===== src/rtl/traffic_pkg.sv =====
// Shared types and helpers for the traffic phase controller: mode decode
// of the select switch and a one-hot lamp helper.
package traffic_pkg;

  localparam int unsigned SEL_W = 8;

  typedef enum logic [1:0] {
    MODE_RUN  = 2'd0,
    MODE_SET  = 2'd1,
    MODE_IDLE = 2'd2
  } mode_e;

  typedef struct packed {
    mode_e            mode;
    logic [SEL_W-1:0] idx;
  } mode_dec_t;

  // sel 0 runs, 1..nph edits phase sel-1, anything above is idle
  function automatic mode_dec_t decode_mode(input logic [SEL_W-1:0] sel,
                                            input int unsigned      nph);
    mode_dec_t r;
    r.mode = MODE_IDLE;
    r.idx  = '0;
    if (sel == '0) begin
      r.mode = MODE_RUN;
    end else if (32'(sel) <= nph) begin
      r.mode = MODE_SET;
      r.idx  = sel - SEL_W'(1);
    end
    return r;
  endfunction

  function automatic logic [31:0] onehot(input logic [SEL_W-1:0] idx);
    return 32'(1) << idx;
  endfunction

endpackage


===== src/rtl/phase_timer.sv =====
// Remaining-count register for the active phase: loads a duration or
// counts down, flagging the final cycle of the phase.
module phase_timer #(
  parameter int unsigned W       = 4,
  parameter int unsigned RST_VAL = 4
) (
  input  logic         clk,
  input  logic         rst,
  input  logic         load,
  input  logic [W-1:0] load_val,
  input  logic         en,
  output logic [W-1:0] remain,
  output logic         last
);

  logic [W-1:0] remain_q;
  logic [W-1:0] remain_d;

  always_comb begin
    remain_d = remain_q;
    if (load) begin
      remain_d = load_val;
    end else if (en) begin
      remain_d = remain_q - W'(1);
    end
  end

  always_ff @(posedge clk or posedge rst) begin
    if (rst) begin
      remain_q <= W'(RST_VAL);
    end else begin
      remain_q <= remain_d;
    end
  end

  assign remain = remain_q;
  assign last   = (remain_q == W'(1));

endmodule


===== src/rtl/traffic_phase_ctrl.sv =====
// Traffic-light phase sequencer with per-phase editable durations; RUN
// counts phases down, SET shows/edits one duration, IDLE blanks and freezes.
module traffic_phase_ctrl
  import traffic_pkg::*;
#(
  parameter int unsigned LED_W   = 4,
  parameter int unsigned NPH     = 3,
  parameter int unsigned DEF_DUR = 4,
  parameter int unsigned SW_W    = $clog2(NPH + 1),
  parameter int unsigned PH_W    = (NPH > 1) ? $clog2(NPH) : 1
) (
  input  logic             clk_div,
  input  logic             rst,
  input  logic [SW_W-1:0]  sw,
  input  logic             inc,
  output logic [LED_W-1:0] led,
  output logic [NPH-1:0]   lamp,
  output logic [PH_W-1:0]  phase
);

  mode_dec_t        dec;
  logic             is_run;
  logic             is_set;
  logic [PH_W-1:0]  set_ph;

  logic [LED_W-1:0] dur_q [NPH];
  logic [LED_W-1:0] dur_d [NPH];
  logic [PH_W-1:0]  ph_q;
  logic [PH_W-1:0]  ph_d;
  logic             prev_run_q;
  logic             prev_run_d;

  logic [PH_W-1:0]  next_ph;
  logic             tmr_load;
  logic [LED_W-1:0] tmr_load_val;
  logic             tmr_en;
  logic [LED_W-1:0] remain;
  logic             last;

  assign dec    = decode_mode(SEL_W'(sw), NPH);
  assign is_run = (dec.mode == MODE_RUN);
  assign is_set = (dec.mode == MODE_SET);
  assign set_ph = PH_W'(dec.idx);

  assign next_ph = (ph_q == PH_W'(NPH - 1)) ? '0 : ph_q + PH_W'(1);

  // Duration edit: wraps from all-ones back to 1 so a phase never has zero length
  always_comb begin
    dur_d = dur_q;
    if (is_set && inc) begin
      if (dur_q[set_ph] == '1) begin
        dur_d[set_ph] = LED_W'(1);
      end else begin
        dur_d[set_ph] = dur_q[set_ph] + LED_W'(1);
      end
    end
  end

  // Re-entry into RUN restarts from phase 0 with freshly loaded duration
  always_comb begin
    ph_d         = ph_q;
    prev_run_d   = is_run;
    tmr_load     = 1'b0;
    tmr_load_val = dur_q[0];
    tmr_en       = 1'b0;
    if (is_run) begin
      if (!prev_run_q) begin
        ph_d     = '0;
        tmr_load = 1'b1;
      end else if (last) begin
        ph_d         = next_ph;
        tmr_load     = 1'b1;
        tmr_load_val = dur_q[next_ph];
      end else begin
        tmr_en = 1'b1;
      end
    end
  end

  always_ff @(posedge clk_div or posedge rst) begin
    if (rst) begin
      for (int i = 0; i < int'(NPH); i++) begin
        dur_q[i] <= LED_W'(DEF_DUR);
      end
      ph_q       <= '0;
      prev_run_q <= 1'b1;
    end else begin
      dur_q      <= dur_d;
      ph_q       <= ph_d;
      prev_run_q <= prev_run_d;
    end
  end

  phase_timer #(
    .W       (LED_W),
    .RST_VAL (DEF_DUR)
  ) u_timer (
    .clk      (clk_div),
    .rst      (rst),
    .load     (tmr_load),
    .load_val (tmr_load_val),
    .en       (tmr_en),
    .remain   (remain),
    .last     (last)
  );

  always_comb begin
    led  = '0;
    lamp = '0;
    if (is_run) begin
      led  = remain;
      lamp = NPH'(onehot(SEL_W'(ph_q)));
    end else if (is_set) begin
      led  = dur_q[set_ph];
      lamp = NPH'(onehot(dec.idx));
    end
  end

  assign phase = ph_q;

endmodule

===== config.mk =====
export PLATFORM = sky130hd
export DESIGN_NAME = traffic_phase_ctrl
export DESIGN_NICKNAME = d
export VERILOG_FILES = /design/src/rtl/traffic_pkg.sv /design/src/rtl/phase_timer.sv /design/src/rtl/traffic_phase_ctrl.sv
export SDC_FILE = /design/constraint.sdc
export NUM_CORES = 1
export LEC_CHECK = 0
export CORE_MARGIN = 2
export CORE_UTILIZATION = 35
export DETAILED_ROUTE_END_ITERATION = 10
export SETUP_SLACK_MARGIN = 0.3
export SLEW_MARGIN = 20
export SYNTH_ARGS = -nofsm -noshare
export SYNTH_HDL_FRONTEND = slang
export SYNTH_SLANG_ARGS = --single-unit

===== constraint.sdc =====
create_clock -name clk_div -period 2.8 [get_ports clk_div]
set_input_delay 0.56 -clock clk_div [delete_from_list [all_inputs] [get_ports clk_div]]
set_output_delay 0.56 -clock clk_div [all_outputs]
set_load 0.05 [all_outputs]

# Word level (Yosys, flattened, before mapping)
# Index checks and enable logic that the tools add are counted.
[op_classes]
n_addsub = 4
n_lt_le_gt_ge = 3
eq_ne = 5
shift = 2
n_mux = 30
n_bitwise = 5
reduce_logical = 6
[op_table]
columns = ["operator", "count"]
rows = [
  ["4-bit two-way mux", 12],
  ["4-bit binary-select mux with 2-bit select", 2],
  ["12-bit bitwise mux", 1],
  ["12-bit two-way mux", 1],
  ["9-bit AND", 1],
  ["9-bit inverter", 1],
  ["4-bit demux with 2-bit select", 1],
  ["8-bit two-way mux", 1],
  ["1-bit by 8-bit << shifter with 3-bit output (first input constant)", 1],
  ["1-bit two-way mux", 7],
  ["3-bit greater-or-equal comparator (second input constant)", 2],
  ["2-bit two-way mux", 3],
  ["3-bit two-way mux", 2],
  ["2-bit inverter with 3-bit output", 2],
  ["4-bit by 1-bit adder with 4-bit output (second input constant)", 1],
  ["4-bit by 1-bit equality test with 1-bit output (second input constant)", 1],
  ["4-bit equality test (second input constant)", 1],
  ["2-bit logical NOT", 2],
  ["4-bit by 1-bit subtractor with 4-bit output (second input constant)", 1],
  ["3-bit by 1-bit less-than comparator with 1-bit output (second input constant)", 1],
  ["3-bit OR", 1],
  ["1-bit by 2-bit << shifter with 3-bit output (first input constant)", 1],
  ["2-bit by 1-bit subtractor with 3-bit output (second input constant)", 1],
  ["2-bit by 1-bit adder with 2-bit output (second input constant)", 1],
  ["other kinds (6)", 7],
]
[totals]
regBits = 19
inputBits = 5
elab_cells = 61

# Longest topological paths before layout
[depth]
ltp_word = 10
depth_mapped = 8
depth_no_buf = 7

# Cells and area by module
# A second synthesis with hierarchy kept.
[unflattened]
hier_cells = 137
hier_area_um2 = 1271.2
[modules_own_cells]
columns = ["mod", "instances", "cells_each", "area_per_inst_um2", "seq_area_each_um2"]
rows = [
  ["traffic_phase_ctrl", 1, 113, 1026.0, 380.4],
  ["phase_timer", 1, 24, 245.2, 101.3],
]

# Worst setup path after synthesis
# OpenSTA, ideal clock, no wires.
[synth_path]
path_type = "reg-to-output"
from = "reg ph_q[0] (netlist: phase[0])"
to = "out lamp[2]"
t_arrival_ns = 2.069
path_slack_ns = 0.171
stages_incl_launch_ff = 4
path_buffers = 1
path_cell_list = "dfrtp_1 > clkbuf_1 > nand2b_1 > o21ai_0"
[synth_via]
elab_chain_len = 2
[synth_lines]
columns = ["element", "line_no", "rtl"]
rows = [
  ["from (decl)", "traffic_phase_ctrl.sv:28", "logic [PH_W-1:0] ph_q;"],
  ["from (signal assigned)", "traffic_phase_ctrl.sv:89", "ph_q <= ph_d;"],
  ["1-bit by 2-bit << shifter with 3-bit output", "traffic_pkg.sv:34", "return 32'(1) << idx;"],
  ["3-bit two-way mux", "traffic_phase_ctrl.sv:110", "if (is_run) begin"],
  ["to (decl)", "traffic_phase_ctrl.sv:17", "output logic [NPH-1:0] lamp,"],
]
# No other way between the ends.

# Worst setup path after layout
[layout_path]
from = "in sw[0]"
to = "out led[3]"
[layout_via]
elab_chain_len = 8
word_cells_on_any_way = 12
cone_classes = "1 x add/sub; 1 x eq/ne; 7 x mux; 1 x bitwise; 2 x reduce/logical"
[layout_lines]
columns = ["element", "line_no", "rtl"]
rows = [
  ["from (decl)", "traffic_phase_ctrl.sv:14", "input logic [SW_W-1:0] sw,"],
  ["2-bit by 1-bit subtractor with 3-bit output or 2-bit logical NOT (tied branches)", "traffic_pkg.sv:28, traffic_pkg.sv:24", ""],
  ["8-bit two-way mux", "traffic_pkg.sv:24", "if (sel == '0) begin"],
  ["2-bit inverter with 3-bit output (implied by the code)", "traffic_phase_ctrl.sv:114", "led = dur_q[set_ph];"],
  ["4-bit binary-select mux with 2-bit select", "traffic_phase_ctrl.sv:114", ""],
  ["4-bit two-way mux (implied by the code) (2 in a row)", "traffic_phase_ctrl.sv:114", ""],
  ["4-bit two-way mux", "traffic_phase_ctrl.sv:113", "end else if (is_set) begin"],
  ["4-bit two-way mux *", "traffic_phase_ctrl.sv:110", ""],
  ["to (decl)", "traffic_phase_ctrl.sv:16", "output logic [LED_W-1:0] led,"],
]
# Mark *: on every way between the ends. The rest lies on a longest branch, timed or not. The select of a mux whose other input is x is not followed.

==> impl_results.md <==
* Slew Limit Fails at 0
* Internal at 0.691 mW
* CP Data Arrival Time at 1.90 ns
* Worst-path clk slew at 0.11 ns
* # rows at 21
* Outcome: finished, final reports clean
* Clock Power Share at 12.6%
* Async S/R FF share, synth at 100%
* Die Span X at 62.8 um
* Vias at 988
* Total track usage at 14.3%
* Share of layout cells above drive strength 1 at 22.5%
* PortBufs at 13
* Tcrit/Tclk final at 87.8%
* CTS Root Cell: clkbuf_4
* Critical path's top delay family: multiplexers
* Antenna violations before repair at 0
* Iteration-0 DRC Markers at 71
* Crit-path slowest cell: dlygate4sd2_1
* Max VDD drop at 0.000395 V
* Synth Net Count at 142
* Htree depth at 1
* CTS Sinks at 19
* Post-layout min period at 2.46 ns
* R2R setup slack at 0.88 ns
* Fin. Hold Viols at 0
* Synth Register Bits at 19
* Switching power at 0.473 mW
* Post-synthesis instance total at 134
* Inserted Clock Buffers at 3
* Nets at 160
* Leakage at 0.663 nW
* Largest net degree at the start of global routing at 20
* Clock skew at 0.00160 ns
* Die Ht at 62.8 um
* Skew-Pair Late Insertion Delay at 0.31 ns
* Critical Path Sink Type: primary output
* Post-layout util at 45.3%
* Starting Density at 36.3%
* Mean area per synthesized cell at 9.04 um2
* Yosys cell types at 41
* Critical-path cell list: dlygate4sd2_1 > mux2_1 > mux2i_2 > o21ai_1 > buf_12
* Global placement routability congestion at 0.838
* Wire length per cell at 13.1 um
* N_diodes at 0
* Layout fillers at 338
* Worst-margin pin slew at 0.707 ns
* Layout area overhead at 24.7%
* Drt pass-1 iters at 5
* Register area share after synthesis at 39.8%
* Synth top area share at 28.9%
* Unrepaired setup endpoints after global routing: false
* Maxcap violations at 0
* Count leader, synth: nand2_1
* Ys Warns at 0
* Total congestion overflow at 0
* Req. time, crit path at 2.24 ns
* Core box area at 3340 um2
* Setup TNS at 0 ns
* Mapped Area at 1210 um2
* Die ar. at 3950 um2
* CTS tree: built
* CP max stage delay at 0.40 ns
* Crit path max fanout at 7
* HPWL Detailed at 2.02 mm
* Remaining DRCs at 0
* Wire length of the first global-routing pass at 4.48 mm
* Switching Fraction at 40.6%
* IO Pins at 14
* Via density at 5.02
* Top post-synthesis cells by area: dfrtp_1 (29%), dfstp_2 (11%), nand2_1 (5.3%), o21ai_1 (4.5%), mux2i_1 (4.1%)
* ANT nets after route at 0
* Worst Path Buf+Inv at 2
* P per Cell Area at 771 nW/um2
* Fmax at 0.407 GHz
* Commonest cells in the netlist: nand2_1 (17), dfrtp_1 (14), o21ai_1 (11)
* Share of power burned in combinational logic at 46.5%
* Slew headroom at 52.8%
* Final setup violating endpoints at 0
* Sequential Power Share at 40.9%
* Area leader, netlist: dfrtp_1
* Total Wirelength at 2.58 mm
* Primary FF master, synth: dfrtp_1
* Startpoint types: input port
* Hold Crit Class: register to register
* Vias in the first global route at 897
* EDFF count, synth at 0
* Clock Path Buffers at 2
* Worst Setup Path Type: input port to primary output
## what timing repair did
item | in CTS | in global routing
endpoints found under the setup margin | 5 | 4
hold endpoints to repair | 0 | 0
hold buffers | 0 | 0
resized for setup | 3 | 3
buffers inserted | 0 | 1
gates cloned | 0 | 0
## worst reg2reg max path: stages (launching register included)
cell      delay, ns
dfrtp_1        0.40
inv_1          0.11
ha_1           0.17
nor3b_1        0.39
nand4b_4       0.19
nor2b_1        0.17
o311a_1        0.32
a21oi_1        0.11
## stage by stage
step	setup slack (ns)	area (um2)	cells	hold WS, ns	total power, mW
after floorplan	0.229	1210	134	0.448	0.818
after global placement	0.156	1460	192	0.467	1.00
after detailed placement	0.108	1460	192	0.473	1.01
after CTS	0.288	1490	196	0.491	1.16
after global routing	0.317	1510	197	0.520	1.25
final	0.340	1510	197	0.487	1.16
## per-layer routing
layer	global-route usage [%]	part of all wire (%)
met1	19.6	48
met2	21.8	47
met3	3.96	3.7
met4	5.00	1.4
met5	0	0
## cell type report
cell class / count / area [um2] / share of cell area, %
clock buffer: 3 / 22.5 / 1.49
sequential: 19 / 482 / 31.9
clock inverter: 1 / 7.51 / 0.497
multi-input combinational: 102 / 672 / 44.5
timing repair buffer: 20 / 245 / 16.2
inverter: 6 / 23.8 / 1.57
tap: 46 / 57.6 / 3.81
## placed cells by master, fill, tap and decap left out, types with 5 or more instances in the layout
cell / Yosys / layout
nand3_1: 6 / 6
mux2i_1: 5 / 5
o21ai_1: 11 / 12
nor2b_1: 5 / 5
nor2_1: 8 / 8
buf_4: 0 / 7
a21oi_1: 9 / 7
buf_12: 0 / 6
dfstp_2: 5 / 5
dfrtp_1: 14 / 14
nand2_1: 17 / 17
## kinds of logic after synthesis
logic type | share of synthesized area [%]
XOR/XNOR | 1.45
flip-flops | 39.8
adder cells (fa/ha/maj) | 3.10
AND/OR/NAND/NOR | 22.4
AO/OA/AOI/OAI | 16.8
buffers and inverters | 5.58
multiplexers | 10.8
## power by group through the flow
stage / Combinational [mW] / Clock [mW] / Sequential [mW]
floorplan: 0.368 / 0 / 0.450
global placement: 0.523 / 0 / 0.478
detailed placement: 0.528 / 0 / 0.481
CTS: 0.535 / 0.152 / 0.475
global route: 0.593 / 0.168 / 0.491
finish: 0.541 / 0.146 / 0.476
## final timing paths
path,cells past startpoint,from,endpoint
max,5,sw[0],led[3]
min,2,dur_q[6]$_DFFE_PP1P_,dur_q[6]$_DFFE_PP1P_
max reg2reg,7,u_timer.remain[1]$_DFFE_PP0P_,u_timer.remain[0]$_DFFE_PP0P_
min reg2reg,2,dur_q[6]$_DFFE_PP1P_,dur_q[6]$_DFFE_PP1P_
max in group asynchronous,2,rst,dur_q[7]$_DFFE_PP0P_
min in group asynchronous,2,rst,u_timer.remain[3]$_DFFE_PP0P_
## state kept, by name, summed over array words and instances, names as in the netlist
name,flops
prev_run_q,1
u_timer.remain,4
phase,2
dur_q,12
No activity file was read; power rests on OpenSTA's default activity.
